$ cat src/rtl/button_conditioner.sv
// Pushbutton conditioner: 2-flop sync, ms debounce, press/release pulses
// and optional long-press auto-repeat, one independent FSM per channel.
module button_conditioner #(
   parameter int CLK_FREQ        = 100_000_000,
   parameter int N_BTN           = 4,
   parameter int DEBOUNCE_MS     = 20,
   parameter int REPEAT_DELAY_MS = 500,
   parameter int REPEAT_RATE_MS  = 100
) (
   input  logic             clk,
   input  logic             reset,
   input  logic [N_BTN-1:0] btn_in,
   input  logic [N_BTN-1:0] repeat_en,
   output logic [N_BTN-1:0] btn_level,
   output logic [N_BTN-1:0] btn_press,
   output logic [N_BTN-1:0] btn_release,
   output logic [N_BTN-1:0] btn_tick
);

   localparam int DIV = CLK_FREQ / 1000;
   localparam int PW  = (DIV > 1) ? $clog2(DIV) : 1;
   localparam int M1  = (DEBOUNCE_MS > REPEAT_DELAY_MS) ?
                        DEBOUNCE_MS : REPEAT_DELAY_MS;
   localparam int MAXMS = (M1 > REPEAT_RATE_MS) ? M1 : REPEAT_RATE_MS;
   localparam int CW  = $clog2(MAXMS + 1);

   localparam logic [PW-1:0] P_TOP  = PW'(DIV - 1);
   localparam logic [CW-1:0] DB_END = CW'(DEBOUNCE_MS - 1);
   localparam logic [CW-1:0] RD_END = CW'(REPEAT_DELAY_MS - 1);
   localparam logic [CW-1:0] RR_END = CW'(REPEAT_RATE_MS - 1);

   typedef enum logic [2:0] {
      IDLE, PRESS_DB, HELD, REPEAT, RELEASE_DB
   } state_t;

   logic [N_BTN-1:0] meta;
   logic [N_BTN-1:0] sync;
   logic [PW-1:0]    pre;
   logic             ms_tick;

   always_ff @(posedge clk or posedge reset) begin
      if (reset) begin
         meta <= '0;
         sync <= '0;
      end else begin
         meta <= btn_in;
         sync <= meta;
      end
   end

   assign ms_tick = (pre == P_TOP);

   always_ff @(posedge clk or posedge reset) begin
      if (reset)        pre <= '0;
      else if (ms_tick) pre <= '0;
      else              pre <= pre + 1'b1;
   end

   for (genvar g = 0; g < N_BTN; g++) begin : g_ch
      state_t        state;
      logic [CW-1:0] cnt;
      logic          level_q;
      logic          press_q;
      logic          release_q;
      logic          tick_q;

      // The sync check comes first in every state so an edge always beats
      // a coincident terminal ms_tick.
      always_ff @(posedge clk or posedge reset) begin
         if (reset) begin
            state     <= IDLE;
            cnt       <= '0;
            level_q   <= 1'b0;
            press_q   <= 1'b0;
            release_q <= 1'b0;
            tick_q    <= 1'b0;
         end else begin
            press_q   <= 1'b0;
            release_q <= 1'b0;
            tick_q    <= 1'b0;
            unique case (state)
               IDLE: begin
                  if (sync[g]) begin
                     state <= PRESS_DB;
                     cnt   <= '0;
                  end
               end
               PRESS_DB: begin
                  if (!sync[g]) begin
                     state <= IDLE;
                  end else if (ms_tick) begin
                     if (cnt == DB_END) begin
                        state   <= HELD;
                        cnt     <= '0;
                        press_q <= 1'b1;
                        tick_q  <= 1'b1;
                        level_q <= 1'b1;
                     end else begin
                        cnt <= cnt + 1'b1;
                     end
                  end
               end
               HELD: begin
                  if (!sync[g]) begin
                     state <= RELEASE_DB;
                     cnt   <= '0;
                  end else if (!repeat_en[g]) begin
                     cnt <= '0;
                  end else if (ms_tick) begin
                     if (cnt == RD_END) begin
                        state  <= REPEAT;
                        cnt    <= '0;
                        tick_q <= 1'b1;
                     end else begin
                        cnt <= cnt + 1'b1;
                     end
                  end
               end
               REPEAT: begin
                  if (!sync[g]) begin
                     state <= RELEASE_DB;
                     cnt   <= '0;
                  end else if (!repeat_en[g]) begin
                     state <= HELD;
                     cnt   <= '0;
                  end else if (ms_tick) begin
                     if (cnt == RR_END) begin
                        cnt    <= '0;
                        tick_q <= 1'b1;
                     end else begin
                        cnt <= cnt + 1'b1;
                     end
                  end
               end
               RELEASE_DB: begin
                  if (sync[g]) begin
                     state <= HELD;
                     cnt   <= '0;
                  end else if (ms_tick) begin
                     if (cnt == DB_END) begin
                        state     <= IDLE;
                        cnt       <= '0;
                        release_q <= 1'b1;
                        level_q   <= 1'b0;
                     end else begin
                        cnt <= cnt + 1'b1;
                     end
                  end
               end
               default: begin
                  state <= IDLE;
                  cnt   <= '0;
               end
            endcase
         end
      end

      assign btn_level[g]   = level_q;
      assign btn_press[g]   = press_q;
      assign btn_release[g] = release_q;
      assign btn_tick[g]    = tick_q;
   end

endmodule

$ cat config.mk
export PLATFORM = sky130hd
export DESIGN_NAME = button_conditioner
export DESIGN_NICKNAME = d
export VERILOG_FILES = /design/src/rtl/button_conditioner.sv
export SDC_FILE = /design/constraint.sdc
export NUM_CORES = 1
export LEC_CHECK = 0
export BUFFER_PORTS_ARGS = -buffer_cell sky130_fd_sc_hd__buf_2
export CORE_ASPECT_RATIO = 2
export CORE_UTILIZATION = 25
export CTS_CLUSTER_DIAMETER = 80
export DETAILED_ROUTE_END_ITERATION = 8
export HOLD_SLACK_MARGIN = 0.02
export PLACE_DENSITY = 0.36
export SETUP_SLACK_MARGIN = 0.05
export SLEW_MARGIN = 20
export SYNTH_ARGS = -nofsm -noshare
export SYNTH_HDL_FRONTEND = slang
export SYNTH_SLANG_ARGS = --single-unit
export TNS_END_PERCENT = 100
$ cat constraint.sdc
create_clock -name clk -period 3.65 [get_ports clk]
set_input_delay 0.73 -clock clk [delete_from_list [all_inputs] [get_ports clk]]
set_output_delay 0.73 -clock clk [all_outputs]
set_load 0.01 [all_outputs]
==> out/metrics.cfg, run 1 <==
[synthesis]
synthesis.nets=619
ys_warn_count=0
synth_seq_cells=89
synth_edf_count=0
syn_inst=604
synth.distinct_cells=72
ys_top_cells_by_area=dfrtp_1 (42%), nor2_1 (4.4%), a21oi_1 (3.3%)
synth.avg_cell_area_sq_um=8.82
ys.flop_type=dfrtp_1
synth_top_area_cell=dfrtp_1
synthDominantCellAreaShare_pct=41.8
async_flop_share_pct=100
ys_seq_area_share_pct=41.8
syn_area_sq_um=5330

[clock_network]
clk_latency_ps=360
cts_sinks=89
post_cts_resized=0
cts_buffer_depth=2
cts_hold_buf=0
clock-root-buffer=clkbuf_16
cts_buffers=9
post-cts-setup-buffers=0
clk_pin_slew_ps=60
cts_tree=built
htree_levels=3

[power]
swShare_pct=31.6
p_comb_share_pct=20.3
internal_power_mw=1.86
leakage_nw=2.43
clkPwrFrac_pct=37.5
seq_power_share_pct=42.1
p_per_area_nw_per_um2=459
ir_worst_vdd_mv=0.234
p_switching_mw=0.862

[timing]
min_period_over_period_pct=74.0
fmax_mhz=370
maxSlewHeadroom_pct=46.6
tightest_slew_ps=794
setup_viol=0
min_period_ps=2700
grt_setup_unrepaired=no
finalSetupTns_ps=0
hold_violations=0
setup_ws_ps=950
fin_skew_ps=7.85
drv_slew=0

[detailed_routing]
ant_nets=0
vias=4521
routed_wl_microns=15100
post_drt_via_cell_ratio=5.14
avgRoutedWirePerCell_microns=17.2
first_pass_iters=4
drc=0
dr.first_iter.drc_count=208

[die]
core_area_sq_um=20900
die_w_microns=105
std_cell_rows=75
dieArea_sq_um=21900
initial_core_util_pct=25.5
io_pins=26
die_height_microns=208

[worst_setup_path]
path_common_cell=o21ai_0
cp_max_fo=6
cp-start-kind=register
crit_required_ps=3870
worstSetupPathType=reg -> reg
slowest_stage=o21ai_0
worstPathCellList=ha_1 -> or3b_2 -> o311ai_0 -> nand2_1 -> o21ai_0 -> o21ai_0
critPathArrivalTime_ps=2920
cp-end-kind=register
cp_slowest_stage_delay_ps=520

[finish]
nets=622
final_cells=880
syn_to_final_growth_pct=11.5
stdcell_area_sq_um=5940
mostFrequentLayoutCell=dfrtp_1
layout_common_cells=dfrtp_1 (89), nor2_1 (62), nand2_1 (45)
diodes=0
drive_gt1_share_pct=11.9

[global_routing]
grt_pass1_wl_microns=25200
grtUsageTotal_pct=14.8
use_met1_pct=14.9
overflow=0
grt_pass1_vias=4741
grt.busiest_layer=met2
gr-usage-met2_pct=28.4
grt_use_met3_pct=2.57
antenna_found_initial=1
grt_max_degree=52

[place]
dp_worst_setup_slack_ps=947
place_area_sq_um=5630
io_buffers=25
dp_hpwl_microns=11200
gp_congestion=0.785
place_inst=865

[run_status]
status=finished, final reports clean

[flow_run]
max_cap_violations=0

[worst_hold_path]
hp-class=reg -> reg

==> through the flow <==
step | hold slack (ps) | total power [mW] | utilization, %
3_5_place_dp | 343 | 1.72 | 26.9
4_1_cts | 358 | 2.77 | 28.4
6_report | 353 | 2.73 | 28.4
3_3_place_gp | 339 | 1.72 | 26.9
2_1_floorplan | 331 | 1.57 | -
5_1_grt | 371 | 2.89 | 28.4
==> cell families after synthesis <==
family	count (synthesis)	share of synthesized area, %
buf+inv	67	6.41
simple gates	272	28.1
xor+xnor	15	2.46
fa+ha+maj	5	1.17
mux	6	1.20
compound gates	150	18.9
flops	89	41.8
==> cell usage after synthesis, types with 6 or more instances <==
| cell type | instances |
|---|---|
| a31oi_1 | 9 |
| a211oi_1 | 9 |
| buf_4 | 17 |
| nor2b_1 | 18 |
| nand3_1 | 31 |
| a21oi_1 | 35 |
| inv_1 | 26 |
| and4_1 | 6 |
| dfrtp_1 | 89 |
| clkbuf_1 | 18 |
| o211ai_1 | 11 |
| nand2_1 | 45 |
| o221ai_1 | 8 |
| nand2b_1 | 7 |
| nor3b_1 | 7 |
| nand4_1 | 14 |
| nor2_1 | 62 |
| nor3_1 | 23 |
| nor4_1 | 12 |
| o21ai_0 | 32 |
| xnor2_1 | 9 |
| xor2_1 | 6 |
| o22ai_1 | 7 |
==> power groups by stage <==
stage / Sequential [mW] / Clock (mW) / Combinational, mW
2_1_floorplan: 1.07 / 0 / 0.498
4_1_cts: 1.15 / 1.07 / 0.560
3_3_place_gp: 1.16 / 0 / 0.554
6_report: 1.15 / 1.02 / 0.555
3_5_place_dp: 1.16 / 0 / 0.559
5_1_grt: 1.16 / 1.10 / 0.623
==> area by class of cell <==
class,instances,area [sq um]
multi-input cells,448,2770
inverters,26,100
clock inverters,3,65.1
flip-flops and latches,89,2230
repair buffers,33,198
clock buffers,12,246
well taps,269,337
fillers,2255,15000
==> flip-flops by register name (all words and copies together) (netlist names) <==
register	flops
g_ch.press_q	4
g_ch.tick_q	4
meta	4
pre	17
sync	4
g_ch.release_q	4
g_ch.level_q	4
g_ch.state	12
g_ch.cnt	36
==> layer usage <==
layer / part of all wire (%) / vias up
li1: - / 2209
met1: 39 / 2227
met2: 56 / 55
met3: 2.1 / 28
met4: 3.0 / 2
met5: 0.053 / -
==> final timing paths <==
path	slack, ps	end	startpoint	depth (start not counted)
setup / recovery	950	g_ch[3].cnt[0]	g_ch[3].cnt[0]	6
setup reg to reg	950	g_ch[3].cnt[0]	g_ch[3].cnt[0]	6
hold reg to reg	350	sync[2]	meta[2]	0
hold / removal	350	sync[2]	meta[2]	0
min in group asynchronous	470	g_ch[3].press_q	reset	2
max in group asynchronous	2490	g_ch[1].cnt[0]	reset	3
==> critical path, delay by kind of cell (launching register included) <==
kind	cells	cell delay [ps]
simple gates	2	710
fa+ha+maj	1	270
flops	1	410
compound gates	3	1170
Note: power is estimated with default switching activity, not from simulation.
==> inputs of run 2 (changes only) <==
==> constraint.sdc (replaced) <==
create_clock -name clk -period 2.75 [get_ports clk]
set_input_delay 0.55 -clock clk [delete_from_list [all_inputs] [get_ports clk]]
set_output_delay 0.55 -clock clk [all_outputs]
set_load 0.01 [all_outputs]
==> run 2 against run 1 <==
  * Non-clock buffer count rose by 19
  * Combinational power rose by 56%
  * Count of clock-buffer cells in the layout fell by 2
  * Critical path depth fell by 1
  * Routed wire length rose by 1.1%
  * Cell count rose by 2.2%
  * Setup slack got worse by 770 ps
  * Sequential power rose by 27%
  * Final area rose by 2.8%
  * Register-to-register slack got worse by 770 ps
  * Sequential share of layout area fell by 1.0 points
  * Clock skew fell by 0.54 ps
  * Critical path type unchanged
  * Largest power group unchanged
==> out/metrics.cfg, run 2 (synthesis gave the netlist of run 1 again) <==
[run_status]
status=finished, final reports clean

[clock_network]
cts_hold_buf=0  ; unchanged
htree_levels=3  ; unchanged
clk_pin_slew_ps=70  ; about the same
post-cts-setup-buffers=0  ; unchanged
clk_latency_ps=350  ; about the same
cts_buffers=9  ; unchanged
clock-root-buffer=clkbuf_16
cts_tree=built
post_cts_resized=0  ; unchanged
cts_sinks=89  ; unchanged
cts_buffer_depth=2  ; unchanged

[flow_run]
max_cap_violations=0  ; unchanged

[finish]
top_register=g_ch.cnt
layout_common_cells=dfrtp_1 (89), nor2_1 (62), nand2_1 (45)
largest_reg_flops=36  ; unchanged
drive_gt1_share_pct=14.8  ; +2.8 points
fillers=2189  ; -2.9%
reg_top3=g_ch.cnt x36, pre x17, g_ch.state x12
mostFrequentLayoutCell=dfrtp_1
stdcell_area_sq_um=6110  ; +2.8%
nets=641  ; +3.1%
syn_to_final_growth_pct=14.6
diodes=0  ; unchanged

[global_routing]
grt_max_degree=34  ; -35%
overflow=0  ; unchanged
antenna_found_initial=0  ; -1
grt_pass1_vias=4645  ; -2.0%
grt_pass1_wl_microns=24900  ; -1.3%
grtUsageTotal_pct=14.6  ; -0.18 points

[timing]
min_period_over_period_pct=93.4  ; +19 points
maxSlewHeadroom_pct=41.9  ; -4.7 points
min_period_ps=2570  ; -132 ps
fmax_mhz=389  ; +5.1%
grt_setup_unrepaired=no
drv_slew=0  ; unchanged
finalSetupTns_ps=0  ; unchanged
fin_skew_ps=7.32  ; -0.536 ps
setup_viol=0  ; unchanged
tightest_slew_ps=869  ; +74.6 ps
hold_violations=0  ; unchanged

[worst_setup_path]
cp-start-kind=register
worstPathCellList=or4b_4 -> or4_4 -> a21o_2 -> a211oi_1 -> a2bb2oi_1
cp_max_fo=12  ; +6
crit_required_ps=2960  ; -910 ps
cp_slowest_stage_delay_ps=690  ; +170 ps
cp-end-kind=register
slowest_stage=or4_4
worstSetupPathType=reg -> reg
r2r_start=pre[12]
critPathArrivalTime_ps=2780  ; -140 ps
critPathLaunch=pre[12]

[detailed_routing]
dr.first_iter.drc_count=228  ; +9.6%
routed_wl_microns=15300  ; +1.1%
post_drt_via_cell_ratio=5.21  ; +1.5%
vias=4688  ; +3.7%
avgRoutedWirePerCell_microns=17.0  ; -1.1%
first_pass_iters=4  ; unchanged
drc=0  ; unchanged
ant_nets=0  ; unchanged

[die]
die_height_microns=208  ; unchanged
die_w_microns=105  ; unchanged
std_cell_rows=75  ; unchanged
io_pins=26  ; unchanged
core_area_sq_um=20900  ; unchanged
dieArea_sq_um=21900  ; unchanged
initial_core_util_pct=25.5  ; unchanged

[place]
gp_congestion=0.813  ; +3.6%
io_buffers=25  ; unchanged
dp_hpwl_microns=11400  ; +2.2%
place_area_sq_um=5800  ; +3.0%

[power]
p_per_area_nw_per_um2=601  ; +31%
ir_worst_vdd_mv=0.324  ; +38%
leakage_nw=2.52  ; +3.9%

[worst_hold_path]
hold_start=btn_in[0]
hp-class=in -> reg

-- run 2: changes by cell type in the layout (fill, tap and decap cells not counted), sizes merged --
cell      delta
inv          -1
clkinvlp     +2
buf         +19
clkbuf       -2
clkinv       +1
-- run 2: power by group --
| part | switching, mW | internal (mW) |
|---|---|---|
| sequential | 0.0975 | 1.36 |
| combinational | 0.526 | 0.341 |
| clock | 0.549 | 0.793 |
-- run 2: worst max-delay path, delay by kind of cell (launching register included) --
kind	cells	cell delay [ps]
compound gates	3	700
flops	1	440
simple gates	2	1290
-- run 2: metrics by stage --
| step | hold WS (ps) | setup slack (ps) | power [mW] | utilization, % | instances |
|---|---|---|---|---|---|
| 2_1_floorplan | 331 | 327 | 2.09 | - | 604 |
| 3_3_place_gp | 339 | 230 | 2.36 | 27.7 | 884 |
| 3_5_place_dp | 341 | 185 | 2.35 | 27.7 | 884 |
| 4_1_cts | 295 | 186 | 3.73 | 29.2 | 899 |
| 5_1_grt | 297 | 95.5 | 3.87 | 29.2 | 899 |
| 6_report | 312 | 181 | 3.67 | 29.2 | 899 |
-- run 2: final timing paths --
check	end	cells past startpoint	slack, ps
min	meta[0]	1	310
min in group asynchronous	g_ch[3].tick_q	2	370
max	g_ch[3].cnt[5]	5	180
max reg2reg	g_ch[3].cnt[5]	5	180
min reg2reg	sync[2]	0	350
max in group asynchronous	g_ch[1].cnt[5]	3	1740
-- run 2: routing by layer --
layer	global-route usage (%)	part of all wire [%]	vias up
met5	0	0	-
met4	7.33	3.2	0
met3	1.63	2.8	27
met2	28.2	56	106
met1	15.2	38	2304
li1	-	-	2251
-- run 2: final cells by class --
type,count,area [sq um],share of cell area [%]
multi-input combinational,448,2770,45.3
sequential,89,2230,36.5
timing repair buffer,52,365,5.98
tap,269,337,5.51
clock buffer,10,229,3.75
inverter,26,101,1.66
clock inverter,5,81.3,1.33
==> inputs of run 3 (changes only) <==
--- a/config.mk
+++ b/config.mk
@@ -5,13 +5,14 @@
 export SDC_FILE = /design/constraint.sdc
 export NUM_CORES = 1
 export LEC_CHECK = 0
+export ABC_AREA = 1
 export BUFFER_PORTS_ARGS = -buffer_cell sky130_fd_sc_hd__buf_2
 export CORE_ASPECT_RATIO = 2
-export CORE_UTILIZATION = 25
+export CORE_UTILIZATION = 63
 export CTS_CLUSTER_DIAMETER = 80
 export DETAILED_ROUTE_END_ITERATION = 8
 export HOLD_SLACK_MARGIN = 0.02
-export PLACE_DENSITY = 0.36
+export PLACE_DENSITY = 0.78
 export SETUP_SLACK_MARGIN = 0.05
 export SLEW_MARGIN = 20
 export SYNTH_ARGS = -nofsm -noshare
==> run 3 against run 2 <==
  * The flow now finishes with violations (design-rule violations)
  * Sequential share of layout area down 2.0 points
  * Utilization up 40 points
  * Die area is 54% lower
  * Global-route usage increased by 17 points
  * Count of clock-buffer cells in the layout did not move
  * Critical path type unchanged
==> out/metrics.cfg, run 3 <==
[timing]
tightest_slew_ps=671  ; -198 ps
hold_violations=0  ; unchanged
whs_ps=294  ; -17.8 ps
setup_viol=0  ; unchanged
finalSetupTns_ps=0  ; unchanged
maxSlewHeadroom_pct=55.2  ; +13 points
min_period_over_period_pct=78.6  ; -15 points
fmax_mhz=463  ; +19%
fin_skew_ps=7.65  ; +0.331 ps
setup_ws_ps=590  ; +408 ps
min_period_ps=2160  ; -408 ps
drv_slew=0  ; unchanged
grt_setup_unrepaired=no

[power]
p_per_area_nw_per_um2=674  ; +12%
leakage_nw=3.51  ; +39%
ir_worst_vdd_mv=0.642  ; +98%

[worst_setup_path]
path_common_cell=nand2_1
worstPathCellList=ha_1 -> nand2_2 -> nor2_8 -> nand3_4 -> inv_2 -> nand2_1 -> nand2_1 -> nand3_1 -> nand2_1 -> nand2_1
crit_required_ps=2980  ; +20 ps
cp-end-kind=register
worstSetupPathType=reg -> reg
cp_max_fo=15  ; +3
slowest_stage=dfrtp_1
cp_slowest_stage_delay_ps=370  ; -320 ps
critPathArrivalTime_ps=2390  ; -390 ps
cp-start-kind=register

[finish]
final_cells=1018  ; +13%
diodes=0  ; unchanged
mostFrequentLayoutCell=nand2_1
top_register=g_ch.cnt
fillers=808  ; -63%
syn_to_final_growth_pct=6.98
nets=924  ; +44%
largest_reg_flops=36  ; unchanged
layout_common_cells=nand2_1 (312), inv_1 (104), nor2_1 (101)
reg_top3=g_ch.cnt x36, pre x17, g_ch.state x12
fin_util_pct=69.3  ; +40 points
drive_gt1_share_pct=12.4  ; -2.4 points

[die]
io_pins=26  ; unchanged
die_w_microns=71.2  ; -32%
std_cell_rows=50  ; -33%
die_height_microns=140  ; -33%
initial_core_util_pct=64.8  ; +39 points
core_area_sq_um=9320  ; -55%
dieArea_sq_um=10000  ; -54%

[clock_network]
htree_levels=3  ; unchanged
clk_pin_slew_ps=60  ; about the same
cts_buffers=9  ; unchanged
cts_buffer_depth=2  ; unchanged
clk_latency_ps=340  ; about the same
cts_tree=built
clock-root-buffer=clkbuf_16
cts_hold_buf=0  ; unchanged
post-cts-setup-buffers=0  ; unchanged
cts_sinks=89  ; unchanged
post_cts_resized=0  ; unchanged

[run_status]
status=finished with violations
violations=design-rule violations

[synthesis]
yosysMostFrequentCell=nand2_1
ys_seq_area_share_pct=36.9  ; -4.9 points
netlist_top_cells_count=nand2_1 (312), inv_1 (105), nor2_1 (101)
synth_edf_count=0  ; unchanged
synth_top_area_cell=dfrtp_1
synth_seq_cells=89  ; unchanged
syn_area_sq_um=6040  ; +13%
ys_top_cells_by_area=dfrtp_1 (37%), nand2_1 (19%), inv_1 (6.5%)
ys_warn_count=0  ; unchanged
synth.avg_cell_area_sq_um=6.77  ; -23%
synth.distinct_cells=46  ; -36%
synthDominantCellAreaShare_pct=36.9  ; -4.9 points
synthesis.nets=907  ; +47%
syn_inst=892  ; +48%
async_flop_share_pct=100  ; unchanged
ys.flop_type=dfrtp_1

[global_routing]
grtUsageTotal_pct=32.0  ; +17 points
grt_max_degree=60  ; +76%
grt_pass1_vias=5816  ; +25%
antenna_found_initial=0  ; unchanged
overflow=0  ; unchanged
grt_pass1_wl_microns=25400  ; +2.0%

[detailed_routing]
avgRoutedWirePerCell_microns=14.7  ; -14%
vias=5792  ; +24%
drc=2  ; +2
routed_wl_microns=15000  ; -2.2%
post_drt_via_cell_ratio=5.69  ; +9.1%
dr.first_iter.drc_count=311  ; +36%
first_pass_iters=7  ; +3
ant_nets=0  ; unchanged

[place]
gp_congestion=0.994  ; +22%
io_buffers=25  ; unchanged
dp_hpwl_microns=11600  ; +1.9%
place_inst=1002  ; +13%
dp_worst_setup_slack_ps=599  ; +414 ps

[flow_run]
max_cap_violations=0  ; unchanged

[worst_hold_path]
hp-class=in -> async

[run 3: final timing paths]
check | startpoint | end | slack [ps] | cells after the start
max reg2reg | pre[0] | g_ch[3].state[0] | 590 | 10
min | reset | meta[1] | 290 | 2
min in group clk | btn_in[2] | meta[2] | 310 | 1
min reg2reg | meta[3] | sync[3] | 350 | 0
max in group asynchronous | reset | pre[16] | 1740 | 3
max | pre[0] | g_ch[3].state[0] | 590 | 10
[run 3: final cells by class]
type                            instances  area (sq um)  share of cell area (%)
Inverter                              118           448                    6.93
Timing Repair Buffer                   28           160                    2.48
Multi-Input combinational cell        663          3180                    49.1
Clock buffer                           10           229                    3.54
Clock inverter                          6          91.3                    1.41
Tap cell                              104           130                    2.01
Sequential cell                        89          2230                    34.5
[run 3: report_power, final]
group	switching (mW)	internal [mW]
combinational	1.06	0.443
clock	0.517	0.799
sequential	0.130	1.41
[run 3: metal layers]
metal / wire, microns / GRT usage, % / up-vias / share of wire (%)
met4: 801 / 18.5 / 0 / 5.4
met3: 522 / 4.75 / 64 / 3.5
li1: - / - / 2852 / -
met2: 8160 / 60.7 / 167 / 55
met1: 5470 / 31.8 / 2709 / 37
met5: 0 / 0 / - / 0
[run 3: metrics by stage]
step                area, sq um  total power, mW
finish                     6460             4.36
detailed placement         6140             3.03
floorplan                  6040             2.69
CTS                        6460             4.34
global route               6460             4.60
global placement           6140             2.98
[run 3: cell families after synthesis]
logic type               Yosys count  synth area share (%)
adder cells (fa/ha/maj)            5                  1.04
flip-flops                        89                  36.9
AND/OR/NAND/NOR                  569                  41.7
XOR/XNOR                          13                  1.89
AO/OA/AOI/OAI                     76                  7.98
buffers and inverters            140                  10.5
[run 3: critical path: cells and delay by family, from the launching register on]
kind,cells,cell delay [ps]
and+or+nand+nor,8,1110
DFF,1,370
buffers and inverters,1,360
adders and majority gates,1,200
